===== src/rtl/ssd_word_sched_if.sv =====
// ssd_word_sched_if
// Bundles the request side and the display side of the seven-segment word
// scheduler.
//   req        : level request per source, held until that source's ack
//   req_data   : source i word at [32*i+31:32*i]
//   hold       : freezes the dwell counter while high
//   disp_word  : word shown on the display, nibble k drives digit k
//   disp_blank : 1 = digit k blanked
//   disp_src   : source currently (or last) displayed
//   disp_valid : disp_word holds granted data
//   ack        : one-cycle pulse to the granted source at end of dwell
//   busy       : scheduler is showing a word or acknowledging it
// slave  modport: the scheduler.
// master modport: the requesters / display consumer.
interface ssd_word_sched_if;
    logic [3:0]   req;
    logic [127:0] req_data;
    logic         hold;
    logic [31:0]  disp_word;
    logic [7:0]   disp_blank;
    logic [1:0]   disp_src;
    logic         disp_valid;
    logic [3:0]   ack;
    logic         busy;

    modport slave (
        input  req, req_data, hold,
        output disp_word, disp_blank, disp_src, disp_valid, ack, busy
    );

    modport master (
        output req, req_data, hold,
        input  disp_word, disp_blank, disp_src, disp_valid, ack, busy
    );
endinterface


===== src/rtl/ssd_word_sched.sv =====
// ssd_word_sched
// Round-robin scheduler sharing the 8-digit seven-segment display between
// four requesters. One 32-bit word is granted at a time and held for DWELL
// clk cycles (plus any cycles with hold high), then the source is acked.
// Ports:
//   clk : system clock, rising edge
//   rst : asynchronous, active-high reset
//   bus : ssd_word_sched_if.slave (request inputs, display outputs)
// Parameters:
//   DWELL : display time per grant in clk cycles (>= 1)
//   CNT_W : dwell counter width, 2**CNT_W > DWELL
// Build option:
//   SSD_SCHED_LZB_EN : when defined, leading-zero digits are blanked at
//                      grant; otherwise disp_blank is 8'h00 at every grant.
//
// state | meaning
// ------+-------------------------------------------------------------
// IDLE  | no grant; last word stays visible; looking for a request
// SHOW  | word granted and displayed; dwell counter running
// DONE  | dwell complete; ack pulses to the granted source for 1 cycle
module ssd_word_sched #(
    parameter int DWELL = 100_000_000,
    parameter int CNT_W = 27
) (
    input  logic                clk,
    input  logic                rst,
    ssd_word_sched_if.slave     bus
);

    typedef enum logic [1:0] {
        IDLE = 2'd0,
        SHOW = 2'd1,
        DONE = 2'd2
    } state_t;

    state_t             state_q, state_d;
    logic [CNT_W-1:0]   cnt_q, cnt_d;
    logic [31:0]        word_q, word_d;
    logic [7:0]         blank_q, blank_d;
    logic [1:0]         src_q, src_d;
    logic               valid_q, valid_d;
    logic [3:0]         ack_q, ack_d;
    logic               busy_q, busy_d;
    logic [1:0]         last_q, last_d;

    logic [1:0]         pick;
    logic [1:0]         idx;
    logic               hit;
    logic [31:0]        word_sel;

`ifdef SSD_SCHED_LZB_EN
    // Digit k is blanked only when it and every more significant digit are
    // zero; digit 0 always shows so an all-zero word still reads "0".
    function automatic logic [7:0] lzb_of(input logic [31:0] w);
        logic [7:0] b;
        logic       zero_above;
        b          = 8'h00;
        zero_above = 1'b1;
        for (int k = 7; k >= 1; k--) begin
            zero_above = zero_above & (w[4*k +: 4] == 4'h0);
            b[k]       = zero_above;
        end
        return b;
    endfunction
`endif

    // Round-robin pick: search starts one past the last grant and wraps.
    always_comb begin
        pick = 2'd0;
        hit  = 1'b0;
        idx  = 2'd0;
        for (int i = 1; i <= 4; i++) begin
            idx = last_q + 2'(i);
            if (!hit && bus.req[idx]) begin
                hit  = 1'b1;
                pick = idx;
            end
        end
    end

    assign word_sel = bus.req_data[32*pick +: 32];

    always_comb begin
        state_d = state_q;
        cnt_d   = cnt_q;
        word_d  = word_q;
        blank_d = blank_q;
        src_d   = src_q;
        valid_d = valid_q;
        ack_d   = 4'b0000;
        busy_d  = busy_q;
        last_d  = last_q;

        case (state_q)
            IDLE: begin
                busy_d = 1'b0;
                if (hit) begin
                    state_d = SHOW;
                    cnt_d   = '0;
                    word_d  = word_sel;
`ifdef SSD_SCHED_LZB_EN
                    blank_d = lzb_of(word_sel);
`else
                    blank_d = 8'h00;
`endif
                    src_d   = pick;
                    valid_d = 1'b1;
                    busy_d  = 1'b1;
                end
            end
            SHOW: begin
                busy_d = 1'b1;
                if (!bus.hold) begin
                    if (cnt_q == CNT_W'(DWELL - 1)) begin
                        // ack is registered, so it is raised on entry to DONE
                        state_d = DONE;
                        ack_d   = 4'b0001 << src_q;
                    end else begin
                        cnt_d = cnt_q + 1'b1;
                    end
                end
            end
            DONE: begin
                state_d = IDLE;
                last_d  = src_q;
                busy_d  = 1'b0;
            end
            default: begin
                state_d = IDLE;
                busy_d  = 1'b0;
            end
        endcase
    end

    always_ff @(posedge clk or posedge rst) begin
        if (rst) begin
            state_q <= IDLE;
            cnt_q   <= '0;
            word_q  <= 32'h0000_0000;
            blank_q <= 8'hFF;
            src_q   <= 2'd0;
            valid_q <= 1'b0;
            ack_q   <= 4'b0000;
            busy_q  <= 1'b0;
            last_q  <= 2'd3;
        end else begin
            state_q <= state_d;
            cnt_q   <= cnt_d;
            word_q  <= word_d;
            blank_q <= blank_d;
            src_q   <= src_d;
            valid_q <= valid_d;
            ack_q   <= ack_d;
            busy_q  <= busy_d;
            last_q  <= last_d;
        end
    end

    assign bus.disp_word  = word_q;
    assign bus.disp_blank = blank_q;
    assign bus.disp_src   = src_q;
    assign bus.disp_valid = valid_q;
    assign bus.ack        = ack_q;
    assign bus.busy       = busy_q;

endmodule


===== src/flat_wrapper.sv =====
// flat-port wrapper written by rule: the top's interface ports become plain ports
module ssd_word_sched_flat 
#(
    parameter int DWELL = 100_000_000,
    parameter int CNT_W = 27
)
  (clk, rst, bus_req, bus_req_data, bus_hold, bus_disp_word, bus_disp_blank, bus_disp_src, bus_disp_valid, bus_ack, bus_busy);
  ssd_word_sched_if bus_i ();
  input  logic clk;
  input  logic rst;
  input wire logic [$bits(bus_i.req)-1:0] bus_req;
  input wire logic [$bits(bus_i.req_data)-1:0] bus_req_data;
  input wire logic [$bits(bus_i.hold)-1:0] bus_hold;
  output wire logic [$bits(bus_i.disp_word)-1:0] bus_disp_word;
  output wire logic [$bits(bus_i.disp_blank)-1:0] bus_disp_blank;
  output wire logic [$bits(bus_i.disp_src)-1:0] bus_disp_src;
  output wire logic [$bits(bus_i.disp_valid)-1:0] bus_disp_valid;
  output wire logic [$bits(bus_i.ack)-1:0] bus_ack;
  output wire logic [$bits(bus_i.busy)-1:0] bus_busy;
  assign bus_i.req = bus_req;
  assign bus_i.req_data = bus_req_data;
  assign bus_i.hold = bus_hold;
  assign bus_disp_word = bus_i.disp_word;
  assign bus_disp_blank = bus_i.disp_blank;
  assign bus_disp_src = bus_i.disp_src;
  assign bus_disp_valid = bus_i.disp_valid;
  assign bus_ack = bus_i.ack;
  assign bus_busy = bus_i.busy;
  ssd_word_sched #(.DWELL(DWELL), .CNT_W(CNT_W)) u_core (.clk(clk), .rst(rst), .bus(bus_i));
endmodule

===== config.mk =====
export PLATFORM = sky130hd
export DESIGN_NAME = ssd_word_sched_flat
export DESIGN_NICKNAME = d
export VERILOG_FILES = /design/src/rtl/ssd_word_sched_if.sv /design/src/rtl/ssd_word_sched.sv /design/src/flat_wrapper.sv
export SDC_FILE = /design/constraint.sdc
export NUM_CORES = 1
export LEC_CHECK = 0
export CAP_MARGIN = 20
export CORE_UTILIZATION = 45
export CTS_CLUSTER_DIAMETER = 80
export CTS_CLUSTER_SIZE = 40
export DETAILED_ROUTE_END_ITERATION = 8
export PLACE_DENSITY = 0.83
export SYNTH_ARGS = -nofsm -noshare
export SYNTH_HDL_FRONTEND = slang
export SYNTH_SLANG_ARGS = --single-unit

===== constraint.sdc =====
create_clock -name clk -period 3.73 [get_ports clk]
set_input_delay 0.373 -clock clk [delete_from_list [all_inputs] [get_ports clk]]
set_output_delay 0.373 -clock clk [all_outputs]
set_load 0.03 [all_outputs]

Word level (Yosys, flattened, before mapping)
Index checks and enable logic that the tools add are counted.
Cells by class
  $add $sub $neg: 4
  $lt $le $gt $ge: 4
  equal/unequal tests: 7
  shift operators: 2
  multiplexer cells: 29
  reductions and logical operators: 11
Operators with widths (number)
  $shiftx A128 B8 Y32: 1
  $mux W27: 3
  $pmux W27 S2: 1
  $add A27 B1 Y27 const B: 1
  $eq A27 B27 Y1 const B: 1
  $mux W2: 7
  $lt A2 B3 Y1 const B: 4
  $mux W4: 3
  $mux W1: 9
  $bmux W1 S2: 4
  $add A2 B2 Y2 const B: 2
  $ne A2 B1 Y1 const B: 2
  $ne A2 B2 Y1 const B: 2
  $pmux W2 S2: 1
  $reduce_and A4 Y1: 1
  $shl A1 B2 Y4 const A: 1
  $logic_and A1 B1 Y1: 3
  $logic_not A1 Y1: 3
  $reduce_and A3 Y1: 1
  $add A2 B1 Y2 const B: 1
  $eq A2 B1 Y1 const B: 1
  $eq A2 B2 Y1 const B: 1
  $logic_not A2 Y1: 1
  $pmux W1 S2: 1
  2 further kinds: 2
Storage, ports and cells
  bits in registers: 79
  output and inout bits: 48
  word-level logic and storage cells: 66

Longest topological paths before layout
Gate-level depths: netlist (run 1).
  depth after elaboration: 15
  depth in mapped cells: 7
  gate-level depth less buffers: 7

Worst setup path before layout (run 1)
OpenSTA, ideal clock, no wires.
  path kind: flip-flop to flip-flop
  start point: reg u_core.cnt_q[0]
  end point: reg u_core.ack_q[2], in the netlist u_core.bus.ack[2]
  setup time: 0.090 ns
  data arrival time: 1.849 ns
  required time: 3.640 ns
  slack: 1.791 ns
  cell stages (with the launch flop): 7
  clock period less this slack: 1.939 ns
  path through: dfrtp_1 ha_1 nand2_1 or3_1 or4_1 or3_4 nor3b_1
Between the ends
  word-level cells in the longest chain between the ends: 4
Ends and longest elaborated chain
  start: declaration: RTL line ssd_word_sched.sv:37  | logic [CNT_W-1:0] cnt_q, cnt_d;
  start signal: assignment: RTL line ssd_word_sched.sv:148  | cnt_q <= cnt_d;
  $eq A27 B27 Y1: RTL line ssd_word_sched.sv:114  | if (cnt_q == CNT_W'(DWELL - 1)) begin
  $mux W4: RTL line ssd_word_sched.sv:114
  $mux W4: RTL line ssd_word_sched.sv:113  | if (!bus.hold) begin
  $mux W4: RTL line ssd_word_sched.sv:94  | case (state_q)
  net u_core.ack_d[2]: RTL line ssd_word_sched.sv:42  | logic [3:0] ack_q, ack_d;
  end signal: assignment: RTL line ssd_word_sched.sv:153  | ack_q <= ack_d;
  end: declaration: RTL line ssd_word_sched.sv:42
The timed path passes the listed nets, and every way through them passes these cells.
A chain may end at the register's enable or synchronous reset.

Worst setup path in the final report (run 1)
  start point: in bus_req[3]
  end point: reg u_core.word_q[31], in the netlist u_core.bus.disp_word[31]
Between the ends
  word-level cells in the longest chain between the ends: 13
  elaborated cells on any way between the ends: 24
Ends and longest elaborated chain
  start: declaration: RTL line flat_wrapper.sv:11  | input wire logic [$bits(bus_i.req)-1:0] bus_req;
  $bmux W1 S2: RTL line ssd_word_sched.sv:74  | if (!hit && bus.req[idx]) begin
  $mux W1 (not written as such): RTL line ssd_word_sched.sv:74
  $mux W1: RTL line ssd_word_sched.sv:74
  $logic_not A1 Y1: RTL line ssd_word_sched.sv:74
  $logic_and A1 B1 Y1: RTL line ssd_word_sched.sv:74
  $mux W1: RTL line ssd_word_sched.sv:74
  $logic_not A1 Y1: RTL line ssd_word_sched.sv:74
  $logic_and A1 B1 Y1: RTL line ssd_word_sched.sv:74
  $mux W1: RTL line ssd_word_sched.sv:74
  $logic_not A1 Y1: RTL line ssd_word_sched.sv:74
  $logic_and A1 B1 Y1: RTL line ssd_word_sched.sv:74
  $mux W2 or $mux W1 (tied branches): RTL line ssd_word_sched.sv:74
  $shiftx A128 B8 Y32 or $reduce_and A2 Y1 (tied branches)
  end signal: assignment: RTL line ssd_word_sched.sv:149  | word_q <= word_d;
  end: declaration: RTL line ssd_word_sched.sv:38  | logic [31:0] word_q, word_d;
Parallel ways exist; a longest one is shown, timed or not. The select of a mux whose other input is x is not followed.

==> results of run 1 <==
-- metrics by stage --
step | total power [mW] | cell area (sq um) | setup slack, ns
CTS | 2.82 | 6360 | 1.09
detailed placement | 2.24 | 6180 | 1.04
global route | 2.94 | 6360 | 1.25
global placement | 2.22 | 6180 | 1.12
floorplan | 1.68 | 4300 | 1.54
finish | 2.81 | 6360 | 1.39
-- cell families after synthesis --
| family | count (synthesis) |
|---|---|
| simple gates | 180 |
| compound gates | 95 |
| flops | 72 |
| buf+inv | 54 |
| mux | 36 |
| xor+xnor | 15 |
| fa+ha+maj | 1 |
-- worst max-delay path: cells and delay by family --
kind | cells | cell delay, ns
AO/OA/AOI/OAI | 4 | 0.78
buffers and inverters | 3 | 1.27
AND/OR/NAND/NOR | 1 | 0.16
-- state kept, by name (all words and copies together), names as in the netlist --
register and count:
u_core.bus.ack 4, u_core.bus.busy 1, u_core.bus.disp_blank 1, u_core.bus.disp_src 2
u_core.bus.disp_valid 1, u_core.bus.disp_word 32, u_core.cnt_q 27, u_core.last_q 2
u_core.state_q 2
-- how the worst max path moves through the flow --
stage / to / start / slack, ns / cells after the start
2_1_floorplan: u_core.bus.ack[0]$_DFF_PP0_ / rst / 1.54 / 1
3_3_place_gp: u_core.bus.disp_word[29]$_DFFE_PP0P_ / bus_req[0] / 1.12 / 8
3_5_place_dp: u_core.bus.disp_word[14]$_DFFE_PP0P_ / bus_req[3] / 1.04 / 8
4_1_cts: u_core.cnt_q[8]$_DFFE_PP0P_ / u_core.cnt_q[4]$_DFFE_PP0P_ / 1.09 / 5
5_1_grt: u_core.bus.disp_word[14]$_DFFE_PP0P_ / bus_req[3] / 1.25 / 8
6_report: u_core.bus.disp_word[31]$_DFFE_PP0P_ / bus_req[3] / 1.39 / 8
-- where the power goes --
| part | total [mW] | internal, mW | leakage (nW) | switching, mW |
|---|---|---|---|---|
| Combinational | 1.14 | 0.530 | 1.43 | 0.614 |
| Sequential | 1.09 | 0.951 | 0.872 | 0.135 |
| Clock | 0.577 | 0.262 | 0.0926 | 0.315 |
| Total | 2.81 | 1.74 | 2.40 | 1.06 |
-- area by class of cell --
cell class | count | area, sq um
Clock buffer | 10 | 138
Clock inverter | 6 | 43.8
Fill cell | 722 | 2880
Inverter | 13 | 48.8
Multi-Input combinational cell | 327 | 2270
Sequential cell | 72 | 1810
Tap cell | 129 | 161
Timing Repair Buffer | 192 | 1890
-- layout by cell type (no fill, tap or decap), drive strengths merged, types with 2 or more instances in the layout --
cell           Yosys  layout
nand2             19      19
and2               2       2
clkinv             0       4
xnor2             15      15
clkdlybuf4s50      0     182
a211oi            64      64
and3               4       4
o21ai              5       5
mux2i             35      35
inv               13      14
or4                6       6
nand4              8       8
o211ai             5       5
o311ai             2       2
clkbuf            25      11
or3                7       7
nor3              12      12
nand2b             6       6
nor4b              3       3
dfstp              3       3
nor2b              3       3
nor3b             35      35
o31ai              2       2
nor4              10      10
nand3              8       8
and4               2       2
nor2              49      49
dfrtp             69      69
a21oi              7       7
or2                4       4
buf               16       9
-- per-layer routing --
metal | up-vias | part of all wire | track usage
met5 | - | 0 | 0
met4 | 0 | 0.029 | 0.105
met3 | 28 | 0.060 | 0.0597
met2 | 175 | 0.51 | 0.461
met1 | 2008 | 0.40 | 0.329
li1 | 1994 | - | -
==> qor.csv, run 1 <==
stage,metric,value,unit
detailed_routing,vias per cell,5.61,
detailed_routing,1st-iter DRT viols,217,
synth,Synth Area in Adders,0.00291,
die,effective utilization at floorplan,0.465,
detailed_routing,WL/cell,17.1,microns
placed_design,Port Buf Inserts,182,
global_routing,All-Layer GR Usage,0.269,
die,Die W,99.7,microns
synth,Netlist cell types,55,
setup_path,terminus of the critical flop-to-flop path,u_core.bus.disp_word[2]$_DFFE_PP0P_,
setup_path,worst-path maximum fanout,34,
timing,Max-slew headroom,0.613,
clocking,TritonCTS Sinks,72,
timing,setup TNS,0,ns
global_routing,pin count of the biggest net entering global routing,52,
synth,prevailing post-synth register cell,dfrtp_1,
min_path,worst hold path class,in -> async,
placed_design,Detail Placement HPWL,9.45,mm
timing,Worst-Margin Slew,0.572,ns
placed_design,final weighted congestion in routability-driven placement,0.879,
synth,area share of the largest cell type after synthesis,0.402,
synth,"Seq/Total Area, Yosys",0.420,
timing,final period utilization,0.628,
power_and_ir_drop,Peak VDD IR,309,uV
power_and_ir_drop,Pleak,2.40,nW
detailed_routing,Routed Antenna Nets,0,
status,status,"finished, final reports clean",
clocking,total setup buffers inserted after CTS,0,
synth,synthesized flop and latch total,72,
setup_path,R2R depth,7,
global_routing,initial antenna violation count,0,
synth,synth top area cells,"dfrtp_1 (40%), a211oi_1 (11%), mux2i_1 (8.2%)",
timing,WHS,0.377,ns
die,Core Area,9240,sq um
setup_path,worst setup path category,in -> reg,
timing,fin. max-slew vios,0,
clocking,"Clk pin slew, worst setup/hold paths",0.08,ns
timing,RSZ-0062 raised after global routing,false,
setup_path,crit path capture type,register,
detailed_routing,# DRC,0,
setup_path,Reg2Reg Launch Point,u_core.last_q[1]$_DFFE_PP1N_,
synth,Mapped Nets,589,
synth,Ys Warns,0,
detailed_routing,total number of vias,4205,
placed_design,DP Cell Count,732,
synth,most frequent cells after synthesis,"dfrtp_1 (69), a211oi_1 (64), nor2_1 (49)",
synth,largest family of logic cells by synthesized area,simple AND/OR/NAND/NOR gates,
finish,Final Util,0.689,
clocking,Hold Buf Count CTS,0,
setup_path,CP Cell Sequence,clkdlybuf4s50_1 -> a21bo_1 -> a21oi_2 -> buf_4 -> or2_1 -> buf_4 -> a211oi_1 -> a211oi_1,
clocking,TritonCTS Buffers,9,
finish,NumNets Final,751,
synth,ys async rst share,1.00,
global_routing,vias in the first global route,4248,
clocking,clk_lat worst skew,0.35,ns
setup_path,required time worst endpoint,3.98,ns
synth,Synth Area per Inst,9.49,sq um
setup_path,register-to-register setup slack,1.40,ns
die,Die Ht,99.7,microns
die,DIE AREA,9950,sq um
synth,Synth Area in XOR/XNOR,0.0306,
synth,cell area after synthesis,4300,sq um
timing,Setup-failing EPs final,0,
setup_path,startpoint type of the worst setup path,input port,
timing,Final Hold Vio Count,0,
finish,share of cells above drive strength 1,0.0758,
setup_path,delay of the slowest critical-path stage,0.57,ns
finish,Finished Layout Cells,749,
die,Site Rows,35,
detailed_routing,WL final,12.8,mm
synth,Synth Area in Compound Gates,0.162,
clocking,CTS Buffer Depth,2,
global_routing,total gr overflow,0,
synth,Mapped Cells,453,
clocking,post_cts resized,0,
power_and_ir_drop,cell area power density,441,nW/um^2
setup_path,cell with the largest stage delay on the worst path,clkdlybuf4s50_1,
synth,library cell with the largest summed area after synthesis,dfrtp_1,
die,Ports,183,
clocking,CTS tree,yes,
run,Max Cap Violations,0,
timing,fin crit period,2.34,ns
clocking,CTS root buf,clkbuf_8,
global_routing,first-pass GRT wire length,21.0,mm
synth,Post-synth EDFFs,0,
finish,Antenna Diode Count,0,
finish,Synth-to-Final Area Change,48.0,%
synth,mux contribution to synthesized area,0.0841,
synth,most frequent cell after synthesis,dfrtp_1,
timing,Max Freq,427,MHz
timing,setup skew after layout,0.0142,ns
detailed_routing,DRT Pass-1 Iters,5,
synth,simple-gate share of the synthesized area,0.242,
setup_path,WP data arrival,2.59,ns
clocking,H-tree Lvls,3,
(Power assumes the default switching activity.)
==> run 2, diff against run 1 <==
--- a/config.mk
+++ b/config.mk
@@ -6,11 +6,11 @@
 export NUM_CORES = 1
 export LEC_CHECK = 0
 export CAP_MARGIN = 20
-export CORE_UTILIZATION = 45
+export CORE_UTILIZATION = 43
 export CTS_CLUSTER_DIAMETER = 80
 export CTS_CLUSTER_SIZE = 40
 export DETAILED_ROUTE_END_ITERATION = 8
-export PLACE_DENSITY = 0.83
+export PLACE_DENSITY = 0.8
 export SYNTH_ARGS = -nofsm -noshare
 export SYNTH_HDL_FRONTEND = slang
 export SYNTH_SLANG_ARGS = --single-unit
==> constraint.sdc (replaced) <==
create_clock -name clk -period 2.2 [get_ports clk]
set_input_delay 0.22 -clock clk [delete_from_list [all_inputs] [get_ports clk]]
set_output_delay 0.22 -clock clk [all_outputs]
set_load 0.03 [all_outputs]
==> run 2 against run 1 <==
  * Register-to-register slack worse by 1.3 ns
  * Sequential share of layout area down 1.4 points
  * Final cell count up 3.2%
  * Critical path depth down 1
  * Via count up 2.5%
  * Sequential cell count unchanged
  * Combinational power up 77%
  * Clock-buffer cell count up 1
  * Total power up 84%
  * Design area up 5.4%
  * Largest cell class unchanged
==> qor.csv, run 2 (synthesis gave the netlist of run 1 again) <==
stage,metric,value,unit,change
setup_path,cell with the largest stage delay on the worst path,or4_1,,
placed_design,Placed Area,6430,sq um,+4.1%
global_routing,All-Layer GR Usage,0.267,,-0.00237
detailed_routing,1st-iter DRT viols,165,,-24%
finish,Antenna Diode Count,0,,unchanged
setup_path,CP Cell Sequence,ha_2 -> nand2_1 -> or3_4 -> or4_1 -> or3_4 -> inv_2 -> and3_1,,
global_routing,met3 Resource Use GR,0.0732,,+0.0135
clocking,H-tree Lvls,3,,unchanged
clocking,CTS Buffer Depth,2,,unchanged
setup_path,WP data arrival,2.42,ns,-0.17 ns
detailed_routing,WL/cell,17.4,microns,+1.7%
finish,"commonest non-fill, non-tap cell in the layout",clkdlybuf4s50_1,,
setup_path,worst setup path category,reg -> reg,,
setup_path,Buf/Inv on CP,1,,-2
clocking,CTS root buf,clkbuf_8,,
timing,fin worst setup slack,0.0657,ns,-1.32 ns
finish,max FFs per register,32,,unchanged
global_routing,GR Util met1,0.309,,-0.0198
setup_path,startpoint type of the worst setup path,register,,
detailed_routing,DRT Pass-1 Iters,5,,unchanged
global_routing,grt met2 use,0.467,,+0.00569
detailed_routing,vias per cell,5.58,,-0.66%
die,DIE AREA,10400,sq um,+4.6%
setup_path,crit path capture type,register,,
global_routing,GRT Max-Usage Layer,met2,,
placed_design,Port Buf Inserts,182,,unchanged
global_routing,first-pass GRT wire length,21.4,mm,+1.8%
power_and_ir_drop,cell area power density,770,nW/um^2,+75%
power_and_ir_drop,Pleak,2.56,nW,+6.6%
min_path,worst hold path class,in -> async,,
clocking,CTS tree,yes,,
finish,share of cells above drive strength 1,0.111,,+0.0351
placed_design,Setup WS pre-CTS,-0.0656,ns,-1.10 ns
clocking,Hold Buf Count CTS,0,,unchanged
timing,fin crit period,2.13,ns,
die,Site Rows,36,,+2.9%
clocking,TritonCTS Sinks,72,,unchanged
setup_path,"delay-heaviest family, CP",simple AND/OR/NAND/NOR gates,,
power_and_ir_drop,Pwr Total,5.16,mW,+84%
die,Die Ht,102,microns,+2.3%
die,effective utilization at floorplan,0.442,,-0.0234
timing,fin. max-slew vios,0,,unchanged
placed_design,final weighted congestion in routability-driven placement,0.851,,-3.2%
finish,Synth-to-Final Area Change,56.0,%,
finish,layout filler cell count,800,,+11%
setup_path,delay of the slowest critical-path stage,0.43,ns,-0.14 ns
global_routing,pin count of the biggest net entering global routing,34,,-35%
finish,Final Util,0.689,,about the same
detailed_routing,WL final,13.5,mm,+5.0%
clocking,TritonCTS Buffers,9,,unchanged
finish,most frequent cells in the layout,"clkdlybuf4s50_1 (182), dfrtp_1 (66), a211oi_1 (64)",,
status,status,"finished, final reports clean",,
power_and_ir_drop,Peak VDD IR,463,uV,+50%
placed_design,Detail Placement HPWL,10.1,mm,+6.5%
die,Die W,102,microns,+2.3%
timing,final period utilization,0.970,,
timing,Worst-Margin Slew,0.574,ns,+0.00247 ns
die,Ports,183,,unchanged
timing,Setup-failing EPs final,0,,unchanged
detailed_routing,total number of vias,4311,,+2.5%
global_routing,vias in the first global route,4393,,+3.4%
setup_path,required time worst endpoint,2.48,ns,-1.50 ns
clocking,clk_lat worst skew,0.35,ns,about the same
detailed_routing,# DRC,0,,unchanged
setup_path,worst-path maximum fanout,4,,-88%
die,Core Area,9730,sq um,+5.3%
timing,Final Hold Vio Count,0,,unchanged
timing,setup skew after layout,0.0111,ns,-0.00316 ns
run,Max Cap Violations,0,,unchanged
timing,Max Freq,469,MHz,
setup_path,register-to-register setup slack,0.07,ns,-1.33 ns
global_routing,initial antenna violation count,0,,unchanged
detailed_routing,Routed Antenna Nets,0,,unchanged
setup_path,most used cell along the critical path,or3_4,,
finish,cell area after layout,6700,sq um,+5.4%
global_routing,total gr overflow,0,,unchanged
timing,Max-slew headroom,0.617,,+0.00438
clocking,"Clk pin slew, worst setup/hold paths",0.08,ns,about the same
finish,NumNets Final,771,,+2.7%
run 2: cell count changes in the layout (fill, tap and decap cells not counted), moves of 3 or more:
cell       previous run  this run
buf_4                 9        22
dfrtp_1              69        66
bufinv_16             0         3
buf_12                0         8
dfrtp_2               0         3
run 2: metal layers:
metal,up-vias,part of all wire
li1,2044,-
met1,2070,0.39
met2,174,0.52
met3,23,0.062
met4,0,0.021
met5,-,0
run 2: what timing repair did:
item | CTS | global route
endpoints found under the setup margin | 0 | 6
gates resized for setup | 0 | 6
setup buffers | 0 | 1
run 2: through the flow:
| stage | TNS, ns | instances | hold WS (ns) |
|---|---|---|---|
| after floorplan | 0 | 453 | 0.404 |
| after global placement | 0 | 756 | 0.455 |
| after detailed placement | -0.0706 | 756 | 0.468 |
| after CTS | 0 | 772 | 0.110 |
| after global routing | -0.0366 | 773 | 0.133 |
| final | 0 | 773 | 0.113 |
run 2: path summary, 6_finish.rpt:
kind | endpoint | startpoint | cells after the start
hold reg to reg | u_core.bus.disp_valid$_DFFE_PP0P_ | u_core.bus.disp_valid$_DFFE_PP0P_ | 1
min in group clk | u_core.bus.disp_valid$_DFFE_PP0P_ | u_core.bus.disp_valid$_DFFE_PP0P_ | 1
setup reg to reg | u_core.bus.ack[3]$_DFF_PP0_ | u_core.cnt_q[1]$_DFFE_PP0P_ | 7
max in group asynchronous | u_core.bus.disp_blank[6]$_DFFE_PP1P_ | rst | 3
setup / recovery | u_core.bus.ack[3]$_DFF_PP0_ | u_core.cnt_q[1]$_DFFE_PP0P_ | 7
hold / removal | u_core.bus.disp_word[7]$_DFFE_PP0P_ | rst | 2
run 2: layout make-up:
cell class	instances	area, sq um	area share
flip-flops and latches	72	1810	0.270
inverters	13	48.8	0.00728
clock inverters	5	104	0.0155
clock buffers	11	141	0.0211
well taps	133	166	0.0248
multi-input cells	327	2290	0.341
repair buffers	212	2150	0.320
run 2: where the power goes:
group / internal [mW] / switching [mW]
clock network: 0.785 / 0.513
registers: 1.62 / 0.227
logic: 0.949 / 1.07
